$ cat src/rtl/alu_arbiter.sv
// Round-robin arbiter sharing one pipelined ALU between NUM_REQ requesters.
// Registers the winning operation onto the ALU bus and routes results back via a tag pipeline.
module alu_arbiter #(
  parameter int NUM_REQ     = 2,
  parameter int DATA_W      = 16,
  parameter int ALU_LATENCY = 1,
  parameter int ID_W        = (NUM_REQ > 1) ? $clog2(NUM_REQ) : 1
) (
  input  logic                      clk,
  input  logic                      resetn,
  input  logic [NUM_REQ-1:0]        req_valid,
  output logic [NUM_REQ-1:0]        req_ready,
  input  logic [NUM_REQ*4-1:0]      req_op,
  input  logic [NUM_REQ*DATA_W-1:0] req_a,
  input  logic [NUM_REQ*DATA_W-1:0] req_b,
  output logic [3:0]                alu_ctrl,
  output logic [DATA_W-1:0]         alu_a,
  output logic [DATA_W-1:0]         alu_b,
  input  logic [DATA_W-1:0]         alu_y,
  output logic [NUM_REQ-1:0]        rsp_valid,
  output logic [ID_W-1:0]           rsp_id,
  output logic [DATA_W-1:0]         rsp_data,
  output logic                      busy
);

  logic [ID_W-1:0]        ptr;
  logic [ID_W-1:0]        win;
  logic                   found;
  logic                   accept;
  logic [ID_W:0]          tgt;
  logic [3:0]             sel_op;
  logic [DATA_W-1:0]      sel_a;
  logic [DATA_W-1:0]      sel_b;

  // Stage 0 is the issue stage; stage ALU_LATENCY is the response stage.
  logic [ALU_LATENCY:0]   tag_vld;
  logic [ID_W-1:0]        tag_id [ALU_LATENCY+1];

  always_comb begin
    found  = 1'b0;
    win    = '0;
    tgt    = '0;
    sel_op = '0;
    sel_a  = '0;
    sel_b  = '0;
    for (int k = 0; k < NUM_REQ; k++) begin
      tgt = {1'b0, ptr} + (ID_W+1)'(k);
      if (tgt >= (ID_W+1)'(NUM_REQ)) tgt = tgt - (ID_W+1)'(NUM_REQ);
      for (int i = 0; i < NUM_REQ; i++) begin
        if (!found && req_valid[i] && (tgt == (ID_W+1)'(i))) begin
          found  = 1'b1;
          win    = ID_W'(i);
          sel_op = req_op[4*i +: 4];
          sel_a  = req_a[DATA_W*i +: DATA_W];
          sel_b  = req_b[DATA_W*i +: DATA_W];
        end
      end
    end
  end

  // Gating with resetn keeps grants off while reset is held.
  assign accept = found & resetn;

  always_comb begin
    req_ready = '0;
    for (int i = 0; i < NUM_REQ; i++) begin
      req_ready[i] = accept && (win == ID_W'(i));
    end
  end

  always_ff @(posedge clk or negedge resetn) begin
    if (!resetn) begin
      ptr      <= '0;
      alu_ctrl <= '0;
      alu_a    <= '0;
      alu_b    <= '0;
      tag_vld  <= '0;
      for (int s = 0; s <= ALU_LATENCY; s++) begin
        tag_id[s] <= '0;
      end
    end else begin
      tag_vld   <= {tag_vld[ALU_LATENCY-1:0], accept};
      tag_id[0] <= accept ? win : '0;
      for (int s = 1; s <= ALU_LATENCY; s++) begin
        tag_id[s] <= tag_id[s-1];
      end
      if (accept) begin
        alu_ctrl <= sel_op;
        alu_a    <= sel_a;
        alu_b    <= sel_b;
        ptr      <= (win == ID_W'(NUM_REQ-1)) ? '0 : win + ID_W'(1);
      end
    end
  end

  always_comb begin
    rsp_valid = '0;
    rsp_id    = '0;
    rsp_data  = '0;
    if (tag_vld[ALU_LATENCY]) begin
      rsp_id   = tag_id[ALU_LATENCY];
      rsp_data = alu_y;
      for (int i = 0; i < NUM_REQ; i++) begin
        rsp_valid[i] = (tag_id[ALU_LATENCY] == ID_W'(i));
      end
    end
  end

  assign busy = |tag_vld;

endmodule

$ cat config.mk
export PLATFORM = sky130hd
export DESIGN_NAME = alu_arbiter
export DESIGN_NICKNAME = d
export VERILOG_FILES = /design/src/rtl/alu_arbiter.sv
export SDC_FILE = /design/constraint.sdc
export NUM_CORES = 1
export LEC_CHECK = 0
export ABC_AREA = 1
export BUFFER_PORTS_ARGS = -buffer_cell sky130_fd_sc_hd__buf_4
export CORE_ASPECT_RATIO = 0.5
export CORE_MARGIN = 10
export CORE_UTILIZATION = 43
export DETAILED_ROUTE_END_ITERATION = 16
export PLACE_DENSITY = 0.86
export SYNTH_ARGS = -nofsm -noshare
export SYNTH_HDL_FRONTEND = slang
export SYNTH_SLANG_ARGS = --single-unit
$ cat constraint.sdc
create_clock -name clk -period 1.3 [get_ports clk]
set_clock_uncertainty 0.1 [all_clocks]
set_input_delay 0.065 -clock clk [delete_from_list [all_inputs] [get_ports clk]]
set_output_delay 0.065 -clock clk [all_outputs]
set_load 0.03 [all_outputs]
# --- Word-level counts from Yosys, hierarchy flattened ---
# Cells that the tools add are included.
word_totals:
  ff_bits: 41
  in_bits: 92
  output_inout_bits: 58
  word_cells: 59
op_classes:
  addsub: 4
  magnitude_cmp: 2
  eq_ne: 2
  n_mux: 26
  bitwise: 3
  reduce_logical: 15
op_table:
  columns: ["cell", "count"]
  rows:
  - ["2-to-1 mux 16 bit", 9]
  - ["2-to-1 mux 4 bit", 4]
  - ["2-to-1 mux 1 bit", 10]
  - ["logical AND 1 bit", 9]
  - ["2-to-1 mux 2 bit", 3]
  - ["equality test 2 x 1 -> 1 bit (second input constant)", 2]
  - ["zero test 2 bit", 2]
  - ["zero test 1 bit", 3]
  - ["adder 1 x 1 -> 2 bit (second input constant)", 1]
  - ["greater-or-equal comparator 1 x 2 -> 1 bit (second input constant)", 1]
  - ["greater-or-equal comparator 2 bit (second input constant)", 1]
  - ["inverter 1 bit", 2]
  - ["OR reduction 2 bit", 1]
  - ["subtractor 1 x 2 -> 2 bit (second input constant)", 1]
  - ["subtractor 2 bit (second input constant)", 1]
  - ["adder 1 bit (second input constant)", 1]
  - ["AND 1 bit", 1]

# --- Logic depth before layout (Yosys ltp) ---
depth:
  word_depth: 19
  depth_mapped: 7
  mapped_depth_nobuf: 6

# --- Least setup slack after synthesis ---
# Ideal clock, no wire load.
synth_timing:
  path_kind: "register -> register"
  startpoint: "register ptr"
  endpoint: "register tag_id[1] (netlist bit)"
  setup_ns: 0.185
  arrival_time_ns: 1.150
  required_time_ns: 1.015
  setup_slack_ns: -0.135
  stages_incl_launch_ff: 4
  path_buffers: 1
  synth_period_minus_slack_ns: 1.435
  cell_sequence: "dfrtp_1 > nand2_1 > clkbuf_1 > a21oi_1"
synth_between:
  elab_chain_len: 19
  word_cells_on_any_way: 30
  cone_classes: "3 x add/sub; 2 x order compare; 2 x eq/ne; 10 x mux; 1 x bitwise; 12 x reduce/logical"
synth_rtl:
  columns: ["element", "line", "source"]
  rows:
  - ["start: declaration", "26", "logic [ID_W-1:0] ptr;"]
  - ["start signal: assignment", "91", "ptr <= (win == ID_W'(NUM_REQ-1)) ? '0 : win + ID_W'(1);"]
  - ["subtractor 1 x 2 -> 2 bit / greater-or-equal comparator 1 x 2 -> 1 bit (equally long branches)", "48", "if (tgt >= (ID_W+1)'(NUM_REQ)) tgt = tgt - (ID_W+1)'(NUM_REQ);"]
  - ["2-to-1 mux 2 bit", "48", null]
  - ["zero test 2 bit", "50", "if (!found && req_valid[i] && (tgt == (ID_W+1)'(i))) begin"]
  - ["logical AND 1 bit", "50", null]
  - ["2-to-1 mux 1 bit", "50", null]
  - ["zero test 1 bit", "50", null]
  - ["logical AND 1 bit (2 in series)", "50", null]
  - ["2-to-1 mux 1 bit", "50", null]
  - ["zero test 1 bit", "50", null]
  - ["logical AND 1 bit (2 in series)", "50", null]
  - ["2-to-1 mux 1 bit", "50", null]
  - ["zero test 1 bit", "50", null]
  - ["logical AND 1 bit (2 in series)", "50", null]
  - ["2-to-1 mux 1 bit", "50", null]
  - ["AND 1 bit", "62", "assign accept = found & resetn;"]
  - ["2-to-1 mux 1 bit *", "83", "tag_id[0] <= accept ? win : '0;"]
  - ["end signal: indexed assignment", "85", "tag_id[s] <= tag_id[s-1];"]
  - ["end: declaration", "37", "logic [ID_W-1:0] tag_id [ALU_LATENCY+1];"]
# Mark *: on every way between the ends. The rest lies on a longest branch, timed or not.
# A chain may end at the register's enable or synchronous reset.

# --- Final worst setup path ---
layout_timing:
  startpoint: "register ptr"
  endpoint: "output req_ready[1]"
layout_between:
  elab_chain_len: 19
  word_cells_on_any_way: 30
  cone_classes: "3 x add/sub; 2 x order compare; 2 x eq/ne; 9 x mux; 1 x bitwise; 13 x reduce/logical"
layout_rtl:
  columns: ["element", "line", "source"]
  rows:
  - ["subtractor 1 x 2 -> 2 bit / greater-or-equal comparator 1 x 2 -> 1 bit (equally long branches)", "48", null]
  - ["2-to-1 mux 2 bit", "48", null]
  - ["zero test 2 bit", "50", null]
  - ["logical AND 1 bit", "50", null]
  - ["2-to-1 mux 1 bit", "50", null]
  - ["zero test 1 bit", "50", null]
  - ["logical AND 1 bit (2 in series)", "50", null]
  - ["2-to-1 mux 1 bit", "50", null]
  - ["zero test 1 bit", "50", null]
  - ["logical AND 1 bit (2 in series)", "50", null]
  - ["2-to-1 mux 1 bit", "50", null]
  - ["zero test 1 bit", "50", null]
  - ["logical AND 1 bit (2 in series)", "50", null]
  - ["2-to-1 mux 1 bit", "50", null]
  - ["AND 1 bit", "62", null]
  - ["logical AND 1 bit *", "67", "req_ready[i] = accept && (win == ID_W'(i));"]
  - ["end: declaration", "12", "output logic [NUM_REQ-1:0] req_ready,"]
# Marks and branches as above.

==> impl_metrics.toml <==
[outcome]
outcome = "complete, but fails checks"
failing_checks = "hold timing, setup timing"

[critical_path]
ff2ff_setup_slack_ns = -0.14
cp-start-kind = "flop"
criticalPathCategory = "flop to output port"
cp.required_ns = 1.13
cp-end-kind = "output port"
startpoint_of_the_worst_register_to_register_path = "ptr"
worstPathArrival_ns = 1.30
crit-reg2reg-capture = "alu_a[10]"
crit_path_max_fanout = 3
worst_r2r_path_depth = 8

[min_path]
hold_path_depth = 5
hold_start = "req_b[24]"
min_delay_worst_type = "primary input to flop"
min_delay_worst_endpoint = "alu_b[8]"

[clock_network]
clk_path_buf_depth = 2
clkSinkCount = 41
tritoncts_clock_tree = "built"
cts_made_buffers = 5
clkSlewWorstSetupHoldPaths_ns = 0.08
cts.htree.levels = 2
clk_latency_ns = 0.30
clock_tree.root_cell = "sky130_fd_sc_hd__clkbuf_8"

[timing]
final.hold.worst_slack_ns = -0.00678
hold_viol_final = 1
tns_ns = -3.36
setup_viol = 45
timing.final.crit_period_ns = 1.47
maxClockFrequency_mhz = 683
worst_slack_ns = -0.165
worst_slew_pin_slew_ns = 0.638
rsz0062_at_grt = "true"
period_share_pct = 113
timing.slew.headroom_pct = 57.4
finalMaxSlewViolations = 0

[synth]
synth_fp_nets = 425
sequential_element_share_of_the_synthesized_area_pct = 44.2
ys.warnings.count = 0
ys_top_cells_by_area = "sky130_fd_sc_hd__dfrtp_1 (44%), sky130_fd_sc_hd__nand2_1 (26%), sky130_fd_sc_hd__nand3_1 (16%)"
post_synthesis_instance_area_sq_um = 2320
post_synth_num_cell_types = 17
synthDominantCellAreaShare_pct = 44.2
post-synth-top-area-cell = "sky130_fd_sc_hd__dfrtp_1"
syn_inst = 333
yosys_register_bits = 41
avgSynthCellArea_sq_um = 6.97

[drt]
first_iter_violations = 299
vias = 3285
drt-total-wl_microns = 11800
drc = 0
postRouteAntennaNets = 0
routed_wire_length_per_instance_microns = 19.9
post_drt_via_cell_ratio = 5.51
drt-pass1-iter-count = 5

[floorplan]
placement_rows = 18
io_pins = 150
initial_core_utilization_pct = 45.8
die_w_microns = 124
overall_die_area_sq_um = 8910
die_height_microns = 72.0
placeableCoreArea_sq_um = 5070

[global_routing]
grtUsageTotal_pct = 19.3
antenna_found_initial = 0
grt_pass1_wl_microns = 14000
number_of_global_route_vias_before_repair = 2937
grt_start_max_net_pins = 42
globalRoute.totalOverflow = 0

[cells_and_area]
n_fill_cell = 232
layout-drive-gt1-share_pct = 47.1
post_synthesis_to_final_layout_area_growth_pct = 90.6
antenna_cells = 0
utilization_pct = 87.3
num-nets-final = 617

[flow_run]
max_cap_violations = 0

[placement]
gp_routability_congestion = 0.824
hpwl_microns = 6290
port-buffer-count = 149

[power_and_ir_drop]
worst_ir_drop_vdd_mv = 0.650
total_power_of_the_final_layout_mw = 4.31
total_leakage_power_nw = 2.50
powerDensity_nw_per_um2 = 973
==> critical path, cell delays in order, from the launching register on <==
cell and delay (ns):
sky130_fd_sc_hd__dfrtp_1 0.44, sky130_fd_sc_hd__inv_2 0.12, sky130_fd_sc_hd__nand3_4 0.09, sky130_fd_sc_hd__a21oi_4 0.19, sky130_fd_sc_hd__buf_6 0.16
==> report_power, final <==
part | leakage [nW] | switching, mW | internal, mW
combinational | 1.93 | 1.09 | 0.821
clock | 0.0450 | 0.467 | 0.373
sequential | 0.521 | 0.117 | 1.44
==> metrics by stage <==
| stage | hold slack, ns | setup WS (ns) | std cells | cell area [sq um] |
|---|---|---|---|---|
| global placement | 0.0865 | 0.0911 | 541 | 3510 |
| finish | -0.00678 | -0.165 | 596 | 4420 |
| global route | 0.0214 | -0.184 | 596 | 4420 |
| floorplan | -0.331 | 0.00652 | 333 | 2330 |
| CTS | 0.000577 | -0.0511 | 588 | 3980 |
| detailed placement | 0.0942 | 0.0563 | 541 | 3510 |
==> kinds of logic after synthesis <==
family                 after synthesis  share of synthesized area [%]
buffers and inverters               47                           11.4
DFF                                 41                           44.2
and+or+nand+nor                    242                           43.6
AOI/OAI and AO/OA                    3                          0.863
==> layer usage <==
layer / GRT usage [%] / wire length, microns / part of all wire, %
met5: 0 / 0 / 0
met4: 7.99 / 684 / 5.8
met3: 5.79 / 1290 / 11
met2: 35.8 / 5780 / 49
met1: 20.1 / 4080 / 34
==> layout by cell type, fill, tap and decap left out <==
cell / count
sky130_fd_sc_hd__nand3_1: 43
sky130_fd_sc_hd__inv_2: 11
sky130_fd_sc_hd__clkbuf_8: 5
sky130_fd_sc_hd__o21ai_2: 1
sky130_fd_sc_hd__clkbuf_16: 3
sky130_fd_sc_hd__inv_1: 11
sky130_fd_sc_hd__nand2_1: 144
sky130_fd_sc_hd__nor2_2: 2
sky130_fd_sc_hd__buf_6: 23
sky130_fd_sc_hd__dfrtp_2: 1
sky130_fd_sc_hd__nor2_1: 2
sky130_fd_sc_hd__o22ai_1: 1
sky130_fd_sc_hd__nand2_8: 1
sky130_fd_sc_hd__or2_4: 1
sky130_fd_sc_hd__clkbuf_1: 1
sky130_fd_sc_hd__dfrtp_1: 40
sky130_fd_sc_hd__dlygate4sd3_1: 36
sky130_fd_sc_hd__nand3_2: 27
sky130_fd_sc_hd__buf_12: 4
sky130_fd_sc_hd__nand2_2: 18
sky130_fd_sc_hd__buf_4: 144
sky130_fd_sc_hd__clkinv_2: 2
sky130_fd_sc_hd__a21oi_4: 1
sky130_fd_sc_hd__nand3_4: 4
==> final cells by class <==
cell class | count | area, sq um | area share [%]
Sequential cell | 41 | 1030 | 23.2
Clock inverter | 2 | 10.0 | 0.226
Clock buffer | 6 | 72.6 | 1.64
Timing Repair Buffer | 210 | 1860 | 41.9
Inverter | 22 | 82.6 | 1.87
Tap cell | 70 | 87.6 | 1.98
Multi-Input combinational cell | 245 | 1290 | 29.1
==> synth_stat cells <==
cell,number
sky130_fd_sc_hd__inv_2,1
sky130_fd_sc_hd__nand2_1,162
sky130_fd_sc_hd__buf_6,4
sky130_fd_sc_hd__clkbuf_1,1
sky130_fd_sc_hd__o22ai_1,1
sky130_fd_sc_hd__nand3_2,1
sky130_fd_sc_hd__or2_2,1
sky130_fd_sc_hd__nor2_1,4
sky130_fd_sc_hd__inv_1,21
sky130_fd_sc_hd__buf_4,12
sky130_fd_sc_hd__clkbuf_4,1
sky130_fd_sc_hd__a21oi_1,1
sky130_fd_sc_hd__o21ai_2,1
sky130_fd_sc_hd__buf_2,7
sky130_fd_sc_hd__nand2_2,1
sky130_fd_sc_hd__nand3_1,73
sky130_fd_sc_hd__dfrtp_1,41
==> how the worst max path moves through the flow <==
stage	start	to	slack (ns)	depth (start not counted)
after CTS	ptr	req_ready[0]	-0.05	4
final	ptr	req_ready[1]	-0.17	4
after global routing	ptr	req_ready[1]	-0.18	4
after global placement	ptr	alu_b[15]	0.09	6
after detailed placement	ptr	alu_b[4]	0.06	6
after floorplan	ptr	req_ready[0]	0.007	4
==> sequential cells by signal, indices dropped and copies added (netlist names) <==
signal	count
alu_a	16
alu_b	16
alu_ctrl	4
ptr	1
tag_id	2
tag_vld	2
==> timing repair <==
action / 4_1_cts / 5_1_grt
hold buffers: 36 / 0
pin swaps: 1 / 31
gates cloned: 0 / 6
hold endpoints to repair: 64 / 0
gates resized for setup: 4 / 90
setup endpoints to repair: 6 / 56
buffers inserted: 3 / 2
Power figures use the tool's default switching activity.
